--- config.mk ---
export PLATFORM = sky130hd
export DESIGN_NAME = l1_ahb_mtx_in_stg
export DESIGN_NICKNAME = d
export VERILOG_FILES = /design/src/rtl/l1_ahb_mtx_in_stg.sv
export SDC_FILE = /design/constraint.sdc
export NUM_CORES = 1
export LEC_CHECK = 0
export CAP_MARGIN = 30
export CORE_ASPECT_RATIO = 1.1
export CORE_MARGIN = 2
export CORE_UTILIZATION = 48
export DETAILED_ROUTE_END_ITERATION = 16
export PLACE_DENSITY = 0.86
export SYNTH_ARGS = -nofsm -noshare
export SYNTH_HDL_FRONTEND = slang
export SYNTH_SLANG_ARGS = --single-unit
--- constraint.sdc ---
create_clock -name HCLK -period 2.93 [get_ports HCLK]
set_input_delay 0.293 -clock HCLK [delete_from_list [all_inputs] [get_ports HCLK]]
set_output_delay 0.293 -clock HCLK [all_outputs]
set_load 0.005 [all_outputs]
--- src/rtl/l1_ahb_mtx_in_stg.sv ---
// -----------------------------------------------------------------------------
// l1_ahb_mtx_in_stg
// Input stage for one master port of the L1 AHB bus matrix. Decodes each
// address phase to output 0 or output 1, captures and holds the address phase
// when the target output has not granted this port (stalling the master via
// HREADYOUTS), and tracks which output owns the data phase so that output's
// ready/response is returned to the master.
//
// Optional feature macro: L1_AHB_MTX_IN_STG_DEFSLV_EN
//   defined   : decode miss answers with a two-cycle AHB ERROR (ERR1, ERR2)
//   undefined : decode miss completes OKAY with zero wait states
//
// Ports:
//   HCLK, HRESET          clock, synchronous active-high reset
//   HSELS..HMASTLOCKS     master address phase
//   HREADYS               master-side HREADY (HREADYOUTS looped back)
//   HREADYOUTS, HRESPS    ready / response to the master
//   HADDRI..HMASTLOCKI    address phase to the output stages (held or live)
//   sel_m0, sel_m1        request to output 0 / 1
//   active_m0, active_m1  output 0 / 1 currently grants this port
//   hready_m0, hready_m1  output 0 / 1 HREADYM
//   readyout_m0/_m1       data-phase HREADYOUT from output 0 / 1
//   resp_m0/_m1           data-phase HRESP from output 0 / 1
// -----------------------------------------------------------------------------
module l1_ahb_mtx_in_stg #(
   parameter int                ADDR_W  = 32,
   parameter logic [ADDR_W-1:0] M0_BASE = 32'h0000_0000,
   parameter logic [ADDR_W-1:0] M0_MASK = 32'hE000_0000,
   parameter logic [ADDR_W-1:0] M1_BASE = 32'h2000_0000,
   parameter logic [ADDR_W-1:0] M1_MASK = 32'hE000_0000
) (
   input  logic              HCLK,
   input  logic              HRESET,
   input  logic              HSELS,
   input  logic [ADDR_W-1:0] HADDRS,
   input  logic [1:0]        HTRANSS,
   input  logic              HWRITES,
   input  logic [2:0]        HSIZES,
   input  logic [2:0]        HBURSTS,
   input  logic [3:0]        HPROTS,
   input  logic              HMASTLOCKS,
   input  logic              HREADYS,
   output logic              HREADYOUTS,
   output logic              HRESPS,
   output logic [ADDR_W-1:0] HADDRI,
   output logic [1:0]        HTRANSI,
   output logic              HWRITEI,
   output logic [2:0]        HSIZEI,
   output logic [2:0]        HBURSTI,
   output logic [3:0]        HPROTI,
   output logic              HMASTLOCKI,
   output logic              sel_m0,
   output logic              sel_m1,
   input  logic              active_m0,
   input  logic              active_m1,
   input  logic              hready_m0,
   input  logic              hready_m1,
   input  logic              readyout_m0,
   input  logic              readyout_m1,
   input  logic              resp_m0,
   input  logic              resp_m1
);

   typedef enum logic [2:0] {
      ST_IDLE,
      ST_PEND,
      ST_DATA,
      ST_DATA_PEND
`ifdef L1_AHB_MTX_IN_STG_DEFSLV_EN
      ,
      ST_ERR1,
      ST_ERR2
`endif
   } state_t;

   typedef enum logic [1:0] {
      DS_NONE,
      DS_M0,
      DS_M1,
      DS_MISS
   } dsel_t;

   state_t            state_reg;
   state_t            state_next;
   logic              pend_reg;
   logic              pend_next;
   dsel_t             dsel_reg;
   dsel_t             dsel_next;

   // Held copy of the address phase
   logic [ADDR_W-1:0] held_addr_reg;
   logic [1:0]        held_trans_reg;
   logic              held_write_reg;
   logic [2:0]        held_size_reg;
   logic [2:0]        held_burst_reg;
   logic [3:0]        held_prot_reg;
   logic              held_lock_reg;

   logic [1:0]        hit;
   logic [1:0]        tgt_oh;
   logic [1:0]        active_v;
   logic [1:0]        hready_v;
   logic              tgt_go;
   logic              valid_live;
   logic              req;
   logic              acc_live;
   logic              acc_held;
   logic              load;
   logic              miss_live;
   logic              dphase_done;
   logic              owner_ready;
   logic              owner_resp;

   // Address phase presented downstream: the held copy while pending, else live
   assign HADDRI     = pend_reg ? held_addr_reg  : HADDRS;
   assign HTRANSI    = pend_reg ? held_trans_reg : HTRANSS;
   assign HWRITEI    = pend_reg ? held_write_reg : HWRITES;
   assign HSIZEI     = pend_reg ? held_size_reg  : HSIZES;
   assign HBURSTI    = pend_reg ? held_burst_reg : HBURSTS;
   assign HPROTI     = pend_reg ? held_prot_reg  : HPROTS;
   assign HMASTLOCKI = pend_reg ? held_lock_reg  : HMASTLOCKS;

   assign active_v = {active_m1, active_m0};
   assign hready_v = {hready_m1, hready_m0};

   // Region decode on the muxed address
   genvar gi;
   for (gi = 0; gi < 2; gi++) begin : g_dec
      localparam logic [ADDR_W-1:0] BASE = (gi == 0) ? M0_BASE : M1_BASE;
      localparam logic [ADDR_W-1:0] MASK = (gi == 0) ? M0_MASK : M1_MASK;
      assign hit[gi] = (HADDRI & MASK) == BASE;
   end

   // Output 0 wins when both regions match
   assign tgt_oh[0] = hit[0];
   assign tgt_oh[1] = ~hit[0] & hit[1];
   assign tgt_go    = |(tgt_oh & active_v & hready_v);

   // A live transfer cannot coexist with a pending one; gating on pend keeps a
   // stray HREADYS from overwriting the held phase.
   assign valid_live = HSELS & HREADYS & HTRANSS[1] & ~pend_reg;
   assign req        = (pend_reg | valid_live) & HTRANSI[1];
   assign sel_m0     = req & tgt_oh[0];
   assign sel_m1     = req & tgt_oh[1];

   assign acc_live  = valid_live & tgt_go;
   assign load      = valid_live & (|tgt_oh) & ~tgt_go;
   assign miss_live = valid_live & ~(|tgt_oh);
   assign acc_held  = pend_reg & tgt_go;

   always_comb begin
      owner_ready = 1'b1;
      owner_resp  = 1'b0;
      case (dsel_reg)
         DS_M0: begin
            owner_ready = readyout_m0;
            owner_resp  = resp_m0;
         end
         DS_M1: begin
            owner_ready = readyout_m1;
            owner_resp  = resp_m1;
         end
         default: begin
            owner_ready = 1'b1;
            owner_resp  = 1'b0;
         end
      endcase
   end

   // A miss data phase (OKAY build) finishes in its single cycle
   assign dphase_done = (dsel_reg != DS_NONE) & owner_ready;

   // Next pend / data-phase owner. An accepted address always wins over the
   // completion of the previous data phase, so a simultaneous pend clear and
   // completion hands ownership straight to the new target.
   always_comb begin
      pend_next = pend_reg;
      dsel_next = dsel_reg;
      if (acc_live || acc_held) begin
         dsel_next = tgt_oh[0] ? DS_M0 : DS_M1;
      end else if (miss_live) begin
`ifdef L1_AHB_MTX_IN_STG_DEFSLV_EN
         dsel_next = DS_NONE;
`else
         dsel_next = DS_MISS;
`endif
      end else if (dphase_done) begin
         dsel_next = DS_NONE;
      end
      if (load) begin
         pend_next = 1'b1;
      end else if (acc_held) begin
         pend_next = 1'b0;
      end
      if (pend_next && dsel_next != DS_NONE) begin
         state_next = ST_DATA_PEND;
      end else if (pend_next) begin
         state_next = ST_PEND;
      end else if (dsel_next != DS_NONE) begin
         state_next = ST_DATA;
      end else begin
         state_next = ST_IDLE;
      end
   end

   always_ff @(posedge HCLK) begin
      if (HRESET) begin
         state_reg <= ST_IDLE;
         pend_reg  <= 1'b0;
         dsel_reg  <= DS_NONE;
      end else begin
         pend_reg <= pend_next;
         dsel_reg <= dsel_next;
`ifdef L1_AHB_MTX_IN_STG_DEFSLV_EN
         if (miss_live) begin
            state_reg <= ST_ERR1;
         end else if (state_reg == ST_ERR1) begin
            state_reg <= ST_ERR2;
         end else begin
            state_reg <= state_next;
         end
`else
         state_reg <= state_next;
`endif
      end
   end

   always_ff @(posedge HCLK) begin
      if (HRESET) begin
         held_addr_reg  <= '0;
         held_trans_reg <= '0;
         held_write_reg <= 1'b0;
         held_size_reg  <= '0;
         held_burst_reg <= '0;
         held_prot_reg  <= '0;
         held_lock_reg  <= 1'b0;
      end else if (load) begin
         held_addr_reg  <= HADDRS;
         held_trans_reg <= HTRANSS;
         held_write_reg <= HWRITES;
         held_size_reg  <= HSIZES;
         held_burst_reg <= HBURSTS;
         held_prot_reg  <= HPROTS;
         held_lock_reg  <= HMASTLOCKS;
      end
   end

   // Master-facing ready/response
   always_comb begin
      HREADYOUTS = 1'b1;
      HRESPS     = 1'b0;
      case (state_reg)
         ST_IDLE: begin
            HREADYOUTS = 1'b1;
            HRESPS     = 1'b0;
         end
         ST_PEND, ST_DATA_PEND: begin
            HREADYOUTS = 1'b0;
            HRESPS     = 1'b0;
         end
         ST_DATA: begin
            HREADYOUTS = owner_ready;
            HRESPS     = owner_resp;
         end
`ifdef L1_AHB_MTX_IN_STG_DEFSLV_EN
         ST_ERR1: begin
            HREADYOUTS = 1'b0;
            HRESPS     = 1'b1;
         end
         ST_ERR2: begin
            HREADYOUTS = 1'b1;
            HRESPS     = 1'b1;
         end
`endif
         default: begin
            HREADYOUTS = 1'b1;
            HRESPS     = 1'b0;
         end
      endcase
   end

endmodule

==> results_dict.tcl <==
set metrics [dict create \
    max_slew.worst_pin.slew_ns 0.5669 \
    rr_startpoint "pend_reg" \
    critPathRequiredTime_ns 2.64 \
    gp_routability_congestion 0.7309 \
    cts_root_buf "clkbuf_8" \
    first_pass_iters 4 \
    core.rowCount 29 \
    largest_reg_flops 32 \
    synth-seq-area-share_pct 34.41 \
    cts_tree "done" \
    antenna_found_initial 0 \
    async_reset_ff_share_pct 0 \
    grt.total_usage_pct 18.61 \
    diodes 0 \
    dieArea_mm2 0.006700 \
    hold_viol_final 0 \
    maxCapViolations 0 \
    netlist_top_cells_count "87 x nand2b_1, 50 x dfxtp_1, 45 x mux2_2, 44 x mux2i_1, 15 x clkbuf_1" \
    syn_area_per_cell_um2 10.10 \
    numCtsBuffers 5 \
    postRouteAntennaNets 0 \
    ys_top_cells_by_area "dfxtp_1 34%, nand2b_1 19%, mux2_2 17%" \
    regToRegSetupSlack_ns 0.71 \
    maxSlewHeadroom_pct 62.20 \
    grt_overflow 0 \
    clk_pin_slew_worst_paths_ns 0.10 \
    die_x_um 78.23 \
    core_area_mm2 0.005806 \
    yosysUniqueCellTypes 27 \
    htree_num_levels 2 \
    syn_area_mm2 0.002909 \
    fin_crit_ns 2.668 \
    drtIter0Drc 58 \
    fin_setup_tns_ns 0 \
    syn_nets 349 \
    cts-resized-gates 0 \
    synth_most_common_cell "nand2b_1" \
    syn_inst 288 \
    synth_top_area_share_pct 34.41 \
    num_vias 2346 \
    rr_worst_depth 5 \
    start_util_pct 50.11 \
    hold_ws_ns 0.4768 \
    period_share_pct 91.07 \
    ir_drop_uv 267.1 \
    start_kind "flip-flop" \
    synth_top_area_cell "dfxtp_1" \
    boundaryPins 108 \
    whs_path_depth 2 \
    grt_pass1_wl_mm 10.27 \
    drive_gt1_share_pct 15.80 \
    status "complete, no violations" \
    power.density_mw_per_mm2 347.3 \
    io_buffer_count 107 \
    synthToLayoutAreaGrowth_pct 40.21 \
    cellLeakagePower_nw 1.401 \
    cp_data_arrival_time_ns 2.38 \
    ys_ff_latch 50 \
    die_h_um 85.65 \
    place_hpwl_mm 4.500 \
    hold_path.class "flip-flop to flip-flop" \
    grt_start_max_net_pins 50 \
    worst-path-max-fanout 35 \
    worstReg2RegEnd "held_addr_reg[10]" \
    end_kind "primary output" \
    synth_flop_cell "dfxtp_1" \
    slew_violations 0 \
    finClkSkew_ns 0.01194 \
    min_to "held_burst_reg[2]" \
    post_cts_buffers 0 \
    critPathKind "flip-flop to primary output" \
    routed_via_density 5.067 \
    layout.nets 446 \
    setup_viol 0 \
    rsz0062_at_grt "false" \
    synth_edf_count 0 \
    cts.sinks 50 \
    drc 0 \
    max_freq_mhz 374.8 \
    avgRoutedWirePerCell_um 13.31 \
    min_from "held_burst_reg[2]" \
    holdBufCountCts 0 \
    clk_path_buf_depth 2 \
    wl_mm 6.161 \
    ys_warn_count 0 \
    grt_pass1_vias 2436 \
    clk_latency_ns 0.31 \
]
-- report_power, final --
group	total (mW)	internal, mW	switching [mW]	leakage (nW)
clock	0.403	0.168	0.235	0.0441
sequential	0.699	0.691	0.00845	0.404
combinational	0.314	0.214	0.101	0.953
total	1.42	1.07	0.344	1.40
-- cell families (layout without fill, tap and decap cells) --
kind of cell             count (synthesis)  in the layout  share of synthesized area (%)
AND/OR/NAND/NOR                        105            105                          22.15
AO/OA/AOI/OAI                           16             16                          3.742
adder cells (fa/ha/maj)                  3              3                          1.290
multiplexers                            89             89                          32.56
buffers and inverters                   25            123                          5.849
flip-flops                              50             50                          34.41
-- metal layers --
layer	routed length (um)	track usage, %
met1	2580	20.33
met2	3192	36.13
met3	329	4.000
met4	58	4.785
met5	0	0
-- layout make-up --
type | instances | area, um2
fillers | 461 | 1727
inverters | 4 | 15.01
clock inverters | 3 | 21.27
well taps | 77 | 96.34
flip-flops and latches | 50 | 1002
repair buffers | 111 | 1129
clock buffers | 5 | 68.82
multi-input cells | 213 | 1747
-- critical path, stage by stage, from the launching register on --
cell and delay [ns]:
dfxtp_2 0.64, buf_4 0.48, nand2_1 0.13, o21ai_0 0.09
nand2b_1 0.11, nor2b_1 0.11, clkdlybuf4s50_1 0.50
-- worst max-delay path by stage --
stage / from / end / slack, ns
after floorplan: pend_reg / held_addr_reg[0] / 1.13
after global placement: pend_reg / sel_m1 / 0.59
after detailed placement: pend_reg / sel_m1 / 0.58
after CTS: pend_reg / sel_m1 / 0.22
after global routing: pend_reg / sel_m0 / 0.02
final: pend_reg / sel_m1 / 0.26
-- cells in the final DEF (no fill, tap or decap), types with 3 or more instances in the layout --
cell and count:
clkbuf_8 5, clkdlybuf4s50_1 106, dfxtp_1 49, ha_1 3, inv_1 4, mux2_2 45, mux2i_1 44, nand2_1 6
nand2b_1 87, nor2b_1 3, o21ai_0 5
-- through the flow --
step | util (%) | instance area [um2] | worst slack (ns) | total power, mW | instances
2_1_floorplan | - | 2909 | 1.132 | 0.8472 | 288
3_3_place_gp | 68.23 | 3961 | 0.5873 | 1.022 | 454
3_5_place_dp | 68.71 | 3989 | 0.5850 | 1.031 | 455
4_1_cts | 70.26 | 4079 | 0.2183 | 1.438 | 463
5_1_grt | 70.26 | 4079 | 0.01982 | 1.485 | 463
6_report | 70.26 | 4079 | 0.2617 | 1.417 | 463
Power figures use the tool's default switching activity.
==> RTL edit (same settings) <==
Set the parameter `ADDR_W` to 64 (it was 32).
--- a/src/rtl/l1_ahb_mtx_in_stg.sv
+++ b/src/rtl/l1_ahb_mtx_in_stg.sv
@@ -25,3 +25,3 @@
 module l1_ahb_mtx_in_stg #(
-   parameter int                ADDR_W  = 32,
+   parameter int                ADDR_W  = 64,
    parameter logic [ADDR_W-1:0] M0_BASE = 32'h0000_0000,
Interface: changed (resized HADDRI and HADDRS); port bits go from 108 to 172. No check against the original RTL was run, so the function may have changed too.
==> RTL edit against the original RTL <==
  * Cell count rose by 59%
  * Routed wire length grew 78%
  * Sequential cell count grew 32
  * Register-to-register slack lost 30 ps
  * Sequential share of layout area grew 0.53 points
  * Area after synthesis grew 61%
  * Worst setup slack gained 100 ps
  * Clock power rose by 67%
  * Via count grew 59%
  * Synthesized cell count increased by 61%
  * Total power increased by 63%
  * Hold slack lost 6.0 ps
  * Final area rose by 61%
  * Highest routed layer unchanged
==> RTL edit: results (changes against the original RTL) <==
[status]
status = completed

[cells_and_area]
signal_buffers = 176  ; +59%
largest_register_ffs = 64  ; +100%
layout.nonclk_buf_frac = 0.2719  ; -0.004827
fin_cells = 734  ; +59%
clock_buffers = 9  ; +4
inv_count = 3  ; -1
comb.multi_input.count = 343  ; +61%
nNetsFinal = 708  ; +59%
regArea_um2 = 1645  ; +64%
fillerInstances = 739  ; +60%
design.seq.count = 82  ; +64%
drive_gt1_frac = 0.1605  ; +0.002423

[drt]
drt-initial-drc-count = 119  ; +110%
wl_met2_mm = 5.641  ; +77%
wl_met3_um = 485  ; +47%
via_per_inst = 5.083  ; +0.32%
drt-total-wl_mm = 10.98  ; +78%
met1_length_mm = 4.570  ; +77%

[synthesis]
synth_compound_area_frac = 0.02090  ; -0.01652
ys_top_cells_by_area = dfxtp_1 (35%), nand2b_1 (20%), mux2_2 (19%)
synthDistinctLibCells = 26  ; -3.7%
synth_fa_ha_area_frac = 0.008039  ; -0.004865
synthCells = 463  ; +61%

[die]
coreArea_um2 = 9398  ; +62%

[global_routing]
grt_max_degree = 84  ; +68%
track_usage = 0.2006  ; +0.01450
use_met3 = 0.02857  ; -0.01143
grt_pass1_wl_mm = 17.41  ; +69%
grt_use_met2 = 0.3635  ; +0.002218
first_global_vias = 3770  ; +55%
grt_util_met1 = 0.2367  ; +0.03342

[placed_design]
place_inst = 721  ; +58%
dpl.hpwl_mm = 7.863  ; +75%
io_buffers = 171  ; +60%
place_area_um2 = 6409  ; +61%
gp_congestion = 0.7822  ; +7.0%

[worst_setup_path]
critPathArrivalTime_ps = 2280  ; -100 ps
worstPathMaxFanout = 26  ; -26%

[power]
p_per_area_nw_per_um2 = 351.3  ; +1.2%
power_leakage_uw = 0.002250  ; +61%

[cts]
clk_pin_slew_worst_paths_ps = 80  ; -20 ps

[sta]
finClkSkew_ps = 17.62  ; +5.682 ps

[RTL edit: path summary, 6_finish.rpt]
check                                                   start  slack [ps]                              to
worst max-delay path                  state_reg[0]$_SDFF_PP0_         360                          sel_m1
worst min-delay path            held_size_reg[1]$_SDFFE_PP0P_         470   held_size_reg[1]$_SDFFE_PP0P_
worst max register to register        state_reg[0]$_SDFF_PP0_         680  held_addr_reg[27]$_SDFFE_PP0P_
worst min register to register  held_size_reg[1]$_SDFFE_PP0P_         470   held_size_reg[1]$_SDFFE_PP0P_
[RTL edit: worst max-delay path, stage by stage (launching register included)]
cell and delay [ps]:
dfxtp_4 560, or3b_1 400, o31a_1 170, a21o_1 190, nor2b_1 120, clkdlybuf4s50_1 510
[RTL edit: power by group]
part	internal [uW]	switching [uW]	total, uW
registers	1130	11.1	1140
logic	332	157	489
clock network	290	383	674
total	1750	551	2300
